### config.mk
export PLATFORM = sky130hd
export DESIGN_NAME = scratch_mem_arbiter
export DESIGN_NICKNAME = d
export VERILOG_FILES = /design/src/rtl/scratch_mem_arbiter_pkg.sv /design/src/rtl/scratch_mem_arbiter_rr_priority_pick.sv /design/src/rtl/scratch_mem_arbiter.sv
export SDC_FILE = /design/constraint.sdc
export NUM_CORES = 1
export LEC_CHECK = 0
export BUFFER_PORTS_ARGS = -buffer_cell sky130_fd_sc_hd__buf_2
export CORE_ASPECT_RATIO = 1.2
export CORE_MARGIN = 1
export CORE_UTILIZATION = 41
export CTS_CLUSTER_DIAMETER = 200
export DETAILED_ROUTE_END_ITERATION = 10
export PLACE_DENSITY = 0.87
export SETUP_SLACK_MARGIN = 0.05
export SLEW_MARGIN = 30
export SYNTH_ARGS = -nofsm -noshare
export SYNTH_HDL_FRONTEND = slang
export SYNTH_SLANG_ARGS = --single-unit
### constraint.sdc
create_clock -name clk -period 3.1 [get_ports clk]
set_input_delay 0.465 -clock clk [delete_from_list [all_inputs] [get_ports clk]]
set_output_delay 0.465 -clock clk [all_outputs]
set_load 0.1 [all_outputs]
### src/rtl/scratch_mem_arbiter_pkg.sv
// Shared definitions for the histogram scratch-memory arbiter:
// requester indices, FSM states and default widths.
package scratch_mem_arbiter_pkg;

    localparam int NUM_REQ  = 3;
    localparam int REQ_HIST = 0;
    localparam int REQ_CDF  = 1;
    localparam int REQ_EQ   = 2;

    localparam int DEF_ADDR_W = 6;
    localparam int DEF_DATA_W = 16;

    typedef enum logic {
        IDLE  = 1'b0,
        OWNED = 1'b1
    } arb_state_e;

    function automatic logic [1:0] next_ptr(input logic [1:0] k);
        return (k == 2'(NUM_REQ - 1)) ? 2'd0 : k + 2'd1;
    endfunction

endpackage

### src/rtl/scratch_mem_arbiter_rr_priority_pick.sv
// Round-robin winner: first set request scanning upward from rr_ptr,
// wrapping modulo the requester count.
module rr_priority_pick
    import scratch_mem_arbiter_pkg::*;
(
    input  logic [NUM_REQ-1:0] req,
    input  logic [1:0]         rr_ptr,
    output logic [NUM_REQ-1:0] win
);

    int idx;

    // Scan from the farthest offset down so the nearest one wins last.
    always_comb begin
        win = '0;
        idx = 0;
        for (int i = NUM_REQ - 1; i >= 0; i--) begin
            idx = int'(rr_ptr) + i;
            if (idx >= NUM_REQ) idx = idx - NUM_REQ;
            if (req[idx]) begin
                win      = '0;
                win[idx] = 1'b1;
            end
        end
    end

endmodule

### src/rtl/scratch_mem_arbiter.sv
// Shares the single-port histogram scratch RAM between three stages with
// round-robin burst grants, a fairness cap and a fixed-latency read return.
module scratch_mem_arbiter
    import scratch_mem_arbiter_pkg::*;
#(
    parameter int ADDR_W    = DEF_ADDR_W,
    parameter int DATA_W    = DEF_DATA_W,
    parameter int RD_LAT    = 1,
    parameter int MAX_BURST = 64
) (
    input  logic                        clk,
    input  logic                        reset,
    input  logic [NUM_REQ-1:0]          req,
    input  logic [NUM_REQ-1:0]          acc,
    input  logic [NUM_REQ-1:0]          we,
    input  logic [NUM_REQ*ADDR_W-1:0]   addr,
    input  logic [NUM_REQ*DATA_W-1:0]   wdata,
    output logic [NUM_REQ-1:0]          gnt,
    output logic [NUM_REQ-1:0]          rvalid,
    output logic [DATA_W-1:0]           rdata,
    output logic                        mem_en,
    output logic                        mem_we,
    output logic [ADDR_W-1:0]           mem_addr,
    output logic [DATA_W-1:0]           mem_wdata,
    input  logic [DATA_W-1:0]           mem_rdata
);

    localparam logic [6:0] CAP = 7'(MAX_BURST - 1);

    arb_state_e         state, state_nx;
    logic [NUM_REQ-1:0] gnt_nx, pick;
    logic [1:0]         rr_ptr, rr_ptr_nx, owner;
    logic [6:0]         burst_cnt, burst_nx;
    logic               access, own_req, others, cap_hit;

    logic [RD_LAT-1:0]  tag_v;
    logic [1:0]         tag_o [RD_LAT];

    rr_priority_pick u_pick (
        .req    (req),
        .rr_ptr (rr_ptr),
        .win    (pick)
    );

    always_comb begin
        owner = 2'(REQ_HIST);
        unique case (1'b1)
            gnt[REQ_CDF]: owner = 2'(REQ_CDF);
            gnt[REQ_EQ]:  owner = 2'(REQ_EQ);
            default:      owner = 2'(REQ_HIST);
        endcase
    end

    assign own_req = |(gnt & req);
    assign access  = |(gnt & req & acc);
    assign others  = |(req & ~gnt);
    // Fairness cap only bites when someone else is actually waiting.
    assign cap_hit = access && others && (burst_cnt >= CAP);

    always_comb begin
        state_nx  = state;
        gnt_nx    = gnt;
        rr_ptr_nx = rr_ptr;
        burst_nx  = burst_cnt;
        unique case (state)
            IDLE: begin
                if (|req) begin
                    gnt_nx   = pick;
                    state_nx = OWNED;
                end
            end
            OWNED: begin
                if (!own_req || cap_hit) begin
                    state_nx  = IDLE;
                    gnt_nx    = '0;
                    rr_ptr_nx = next_ptr(owner);
                    burst_nx  = '0;
                end else if (access && burst_cnt != 7'h7f) begin
                    burst_nx = burst_cnt + 7'd1;
                end
            end
        endcase
    end

    always_ff @(posedge clk) begin
        if (reset) begin
            state     <= IDLE;
            gnt       <= '0;
            rr_ptr    <= '0;
            burst_cnt <= '0;
        end else begin
            state     <= state_nx;
            gnt       <= gnt_nx;
            rr_ptr    <= rr_ptr_nx;
            burst_cnt <= burst_nx;
        end
    end

    assign mem_en = access;

    always_comb begin
        mem_we    = 1'b0;
        mem_addr  = '0;
        mem_wdata = '0;
        if (|gnt) begin
            mem_we    = we[owner];
            mem_addr  = addr[owner*ADDR_W +: ADDR_W];
            mem_wdata = wdata[owner*DATA_W +: DATA_W];
        end
    end

    // Read tags travel alongside the RAM latency so data returns to its issuer.
    always_ff @(posedge clk) begin
        if (reset) begin
            tag_v <= '0;
            for (int i = 0; i < RD_LAT; i++) tag_o[i] <= '0;
        end else begin
            tag_v[0] <= mem_en & ~mem_we;
            tag_o[0] <= owner;
            for (int i = 1; i < RD_LAT; i++) begin
                tag_v[i] <= tag_v[i-1];
                tag_o[i] <= tag_o[i-1];
            end
        end
    end

    assign rvalid = tag_v[RD_LAT-1] ? (NUM_REQ'(1) << tag_o[RD_LAT-1]) : '0;
    assign rdata  = tag_v[RD_LAT-1] ? mem_rdata : '0;

endmodule
==> results.py <==
metrics = {
    "finish": {
        "nFillCells": 246,
        "antennaDiodeCount": 0,
        "area.growth.synth_to_final_pct": 86.2,
        "multiInputGateArea_sq_um": 1360,
        "final_cell_mix": "buf_2 (115), nand2_1 (32), a22oi_1 (25)",
        "nNetsFinal": 446,
        "drive_gt1_frac": 0.519,
        "final_common_cell": "buf_2",
        "regArea_sq_um": 322,
    },
    "clocking": {
        "cts_tree": "yes",
        "numCtsBuffers": 3,
        "post_cts_buffers": 0,
        "worstSkewPairLatency_ns": 0.25,
        "clockBufferDepth": 2,
        "cts_hold_buf": 0,
        "ctsResizeCount": 0,
        "clkSinkCount": 16,
        "htreeDepth": 1,
        "path_clk_slew_ns": 0.07,
        "root_buffer": "clkbuf_8",
    },
    "setup_path": {
        "startpoint_type": "register",
        "path_max_fanout": 12,
        "worst_setup_path_end_kind": "output pin",
        "critPathBufInv": 2,
        "cp_slowest_stage_delay_ns": 0.65,
        "arrival_ns": 1.91,
        "critPathRequiredTime_ns": 2.63,
        "worstPathCellList": "nor2b_1, buf_4, nand2_1, o21ai_4, buf_12",
        "crit_family": "simple AND/OR/NAND/NOR gates",
        "reg2reg_depth": 6,
        "slowest_stage": "nor2b_1",
        "cp_num_cells": 5,
        "path_class": "reg2out",
    },
    "route": {
        "vias": 2260,
        "drc_errors": 1,
        "via_per_inst": 5.66,
        "ant_nets": 0,
        "dr.pass1.iters": 8,
        "routed_wl_mm": 5.96,
        "wire_per_inst_um": 14.9,
        "drt_iter0_drc": 104,
    },
    "power_and_ir_drop": {
        "power_mw": 1.51,
        "power_density_nw_per_um2": 523,
        "peakVddDrop_uv": 328,
        "p_leak_nw": 1.29,
    },
    "floorplan": {
        "fp.dieH_um": 69.4,
        "fp.dieW_um": 58.2,
        "rows": 24,
        "core-area_sq_um": 3630,
        "io_pins": 139,
        "initial_core_util": 0.427,
        "die_area_sq_um": 4040,
    },
    "synthesis": {
        "ys_ff_latch": 16,
        "ys_seq_area_frac": 0.206,
        "synth.cell_area_sq_um": 1550,
        "syn-num-nets": 315,
        "synth-warning-count": 0,
        "syn_inst": 217,
        "synth_cell_type_count": 42,
        "synth.avg_cell_area_sq_um": 7.15,
    },
    "timing": {
        "finalSetupViolCount": 0,
        "rsz0062_at_grt": "false",
        "fin_hold_ws_ns": 0.480,
        "worst_pin_slew_ns": 0.816,
        "finalHoldViolations": 0,
        "finalCritPeriodShare": 0.766,
        "post-route-min-period_ns": 2.38,
        "setup_tns_ns": 0,
        "finalClockSkew_ns": 0.00442,
        "slew_headroom": 0.455,
        "timing.fmax_mhz": 421,
        "drv_slew": 0,
    },
    "run_status": {
        "violations": "design-rule violations",
        "status": "finished, violations left",
    },
    "placed_design": {
        "gp_congestion": 0.895,
        "port_buffers": 138,
        "place_hpwl_mm": 4.82,
    },
    "grt": {
        "grt_pass1_wl_mm": 9.41,
        "track_usage": 0.293,
        "grt_max_degree": 32,
        "grt_pass1_vias": 2172,
        "antenna_found_initial": 0,
        "gr-total-overflow": 0,
    },
    "job": {
        "max_cap_viol_count": 0,
    },
    "hold_path": {
        "hold_path_class": "reg2reg",
        "hold_path_depth": 2,
    },
}
[where the power goes]
group	internal, mW	switching, mW	total (mW)
registers	0.218	0.0149	0.233
clock network	0.113	0.0734	0.186
logic	0.365	0.729	1.09
[flip-flops by register name, indices dropped and copies added (netlist names)]
name	flops
burst_cnt	7
gnt	3
rr_ptr	2
state	1
tag_o	2
tag_v	1
[kinds of logic after synthesis]
family	after synthesis	synth area share
AND/OR/NAND/NOR	88	0.313
AO/OA/AOI/OAI	83	0.362
buffers and inverters	22	0.0589
flip-flops	16	0.206
adder cells (fa/ha/maj)	5	0.0403
multiplexers	3	0.0194
[worst register-to-register path, cell delays in order (launching register included)]
cell and delay [ns]:
dfxtp_2 0.32, buf_4 0.53, nand3_1 0.18, nand3_2 0.18, nand3_2 0.18, or4_1 0.54
a21oi_2 0.15
[through the flow]
| step | instances | worst slack (ns) | cell area (sq um) | utilization |
|---|---|---|---|---|
| 2_1_floorplan | 217 | -0.0788 | 1770 | - |
| 3_3_place_gp | 395 | 1.02 | 2830 | 0.780 |
| 3_5_place_dp | 395 | 0.994 | 2830 | 0.780 |
| 4_1_cts | 399 | 0.720 | 2890 | 0.795 |
| 5_1_grt | 399 | 0.579 | 2890 | 0.795 |
| 6_report | 399 | 0.725 | 2890 | 0.795 |
[layout make-up]
cell class / count / area share
multi-input combinational: 179 / 0.470
timing repair buffer: 142 / 0.369
sequential: 16 / 0.111
tap: 52 / 0.0225
clock buffer: 4 / 0.0191
inverter: 6 / 0.00780
[per-layer routing]
layer  wire (um)  part of all wire  GRT usage
met1        2180              0.37      0.313
met5           0                 0          0
met2        3220              0.54      0.559
met3         423             0.071     0.0522
met4         131             0.022     0.0899
[synthesized netlist by cell type]
master      n  area share
nand2b_1    5       0.020
or3_4       1      0.0073
o31a_1      1      0.0056
o21bai_1    1      0.0048
nand3b_1    3       0.015
or2_4       1      0.0056
o22ai_1     4       0.016
nor2b_4     1      0.0089
a32o_2      1      0.0073
and3_1      1      0.0040
a221oi_1    1      0.0056
inv_1       6       0.015
o31ai_1     4       0.019
or4_1       1      0.0048
a21o_1      1      0.0048
o2111ai_1   1      0.0056
a31oi_1     2      0.0081
nor3_1      3      0.0097
a21oi_1     3      0.0097
nand3_1    10       0.032
buf_2       1      0.0032
a32o_1      1      0.0065
dfxtp_1    16        0.21
nand3_2     2       0.013
nand4_1     2      0.0081
o211ai_1    1      0.0048
nand2_1    32       0.077
and2_1     16       0.065
and3b_1     2       0.011
nor2_1      1      0.0024
clkbuf_1   14       0.034
mux2i_1     3       0.019
a22oi_1    25        0.12
nor2b_1     6       0.024
ha_1        5       0.040
a21oi_2     1      0.0056
a222oi_1    1      0.0065
o311a_1     1      0.0065
nor3b_1     1      0.0048
o32ai_2     2       0.021
buf_6       1      0.0073
o21ai_0    32        0.10
[final timing paths]
check,startpoint,to,slack (ns)
setup / recovery,gnt[2],mem_wdata[11],0.72
hold reg to reg,burst_cnt[6],burst_cnt[6],0.48
setup reg to reg,gnt[2],burst_cnt[5],0.97
hold / removal,burst_cnt[6],burst_cnt[6],0.48
No activity file was read; power rests on OpenSTA's default activity.
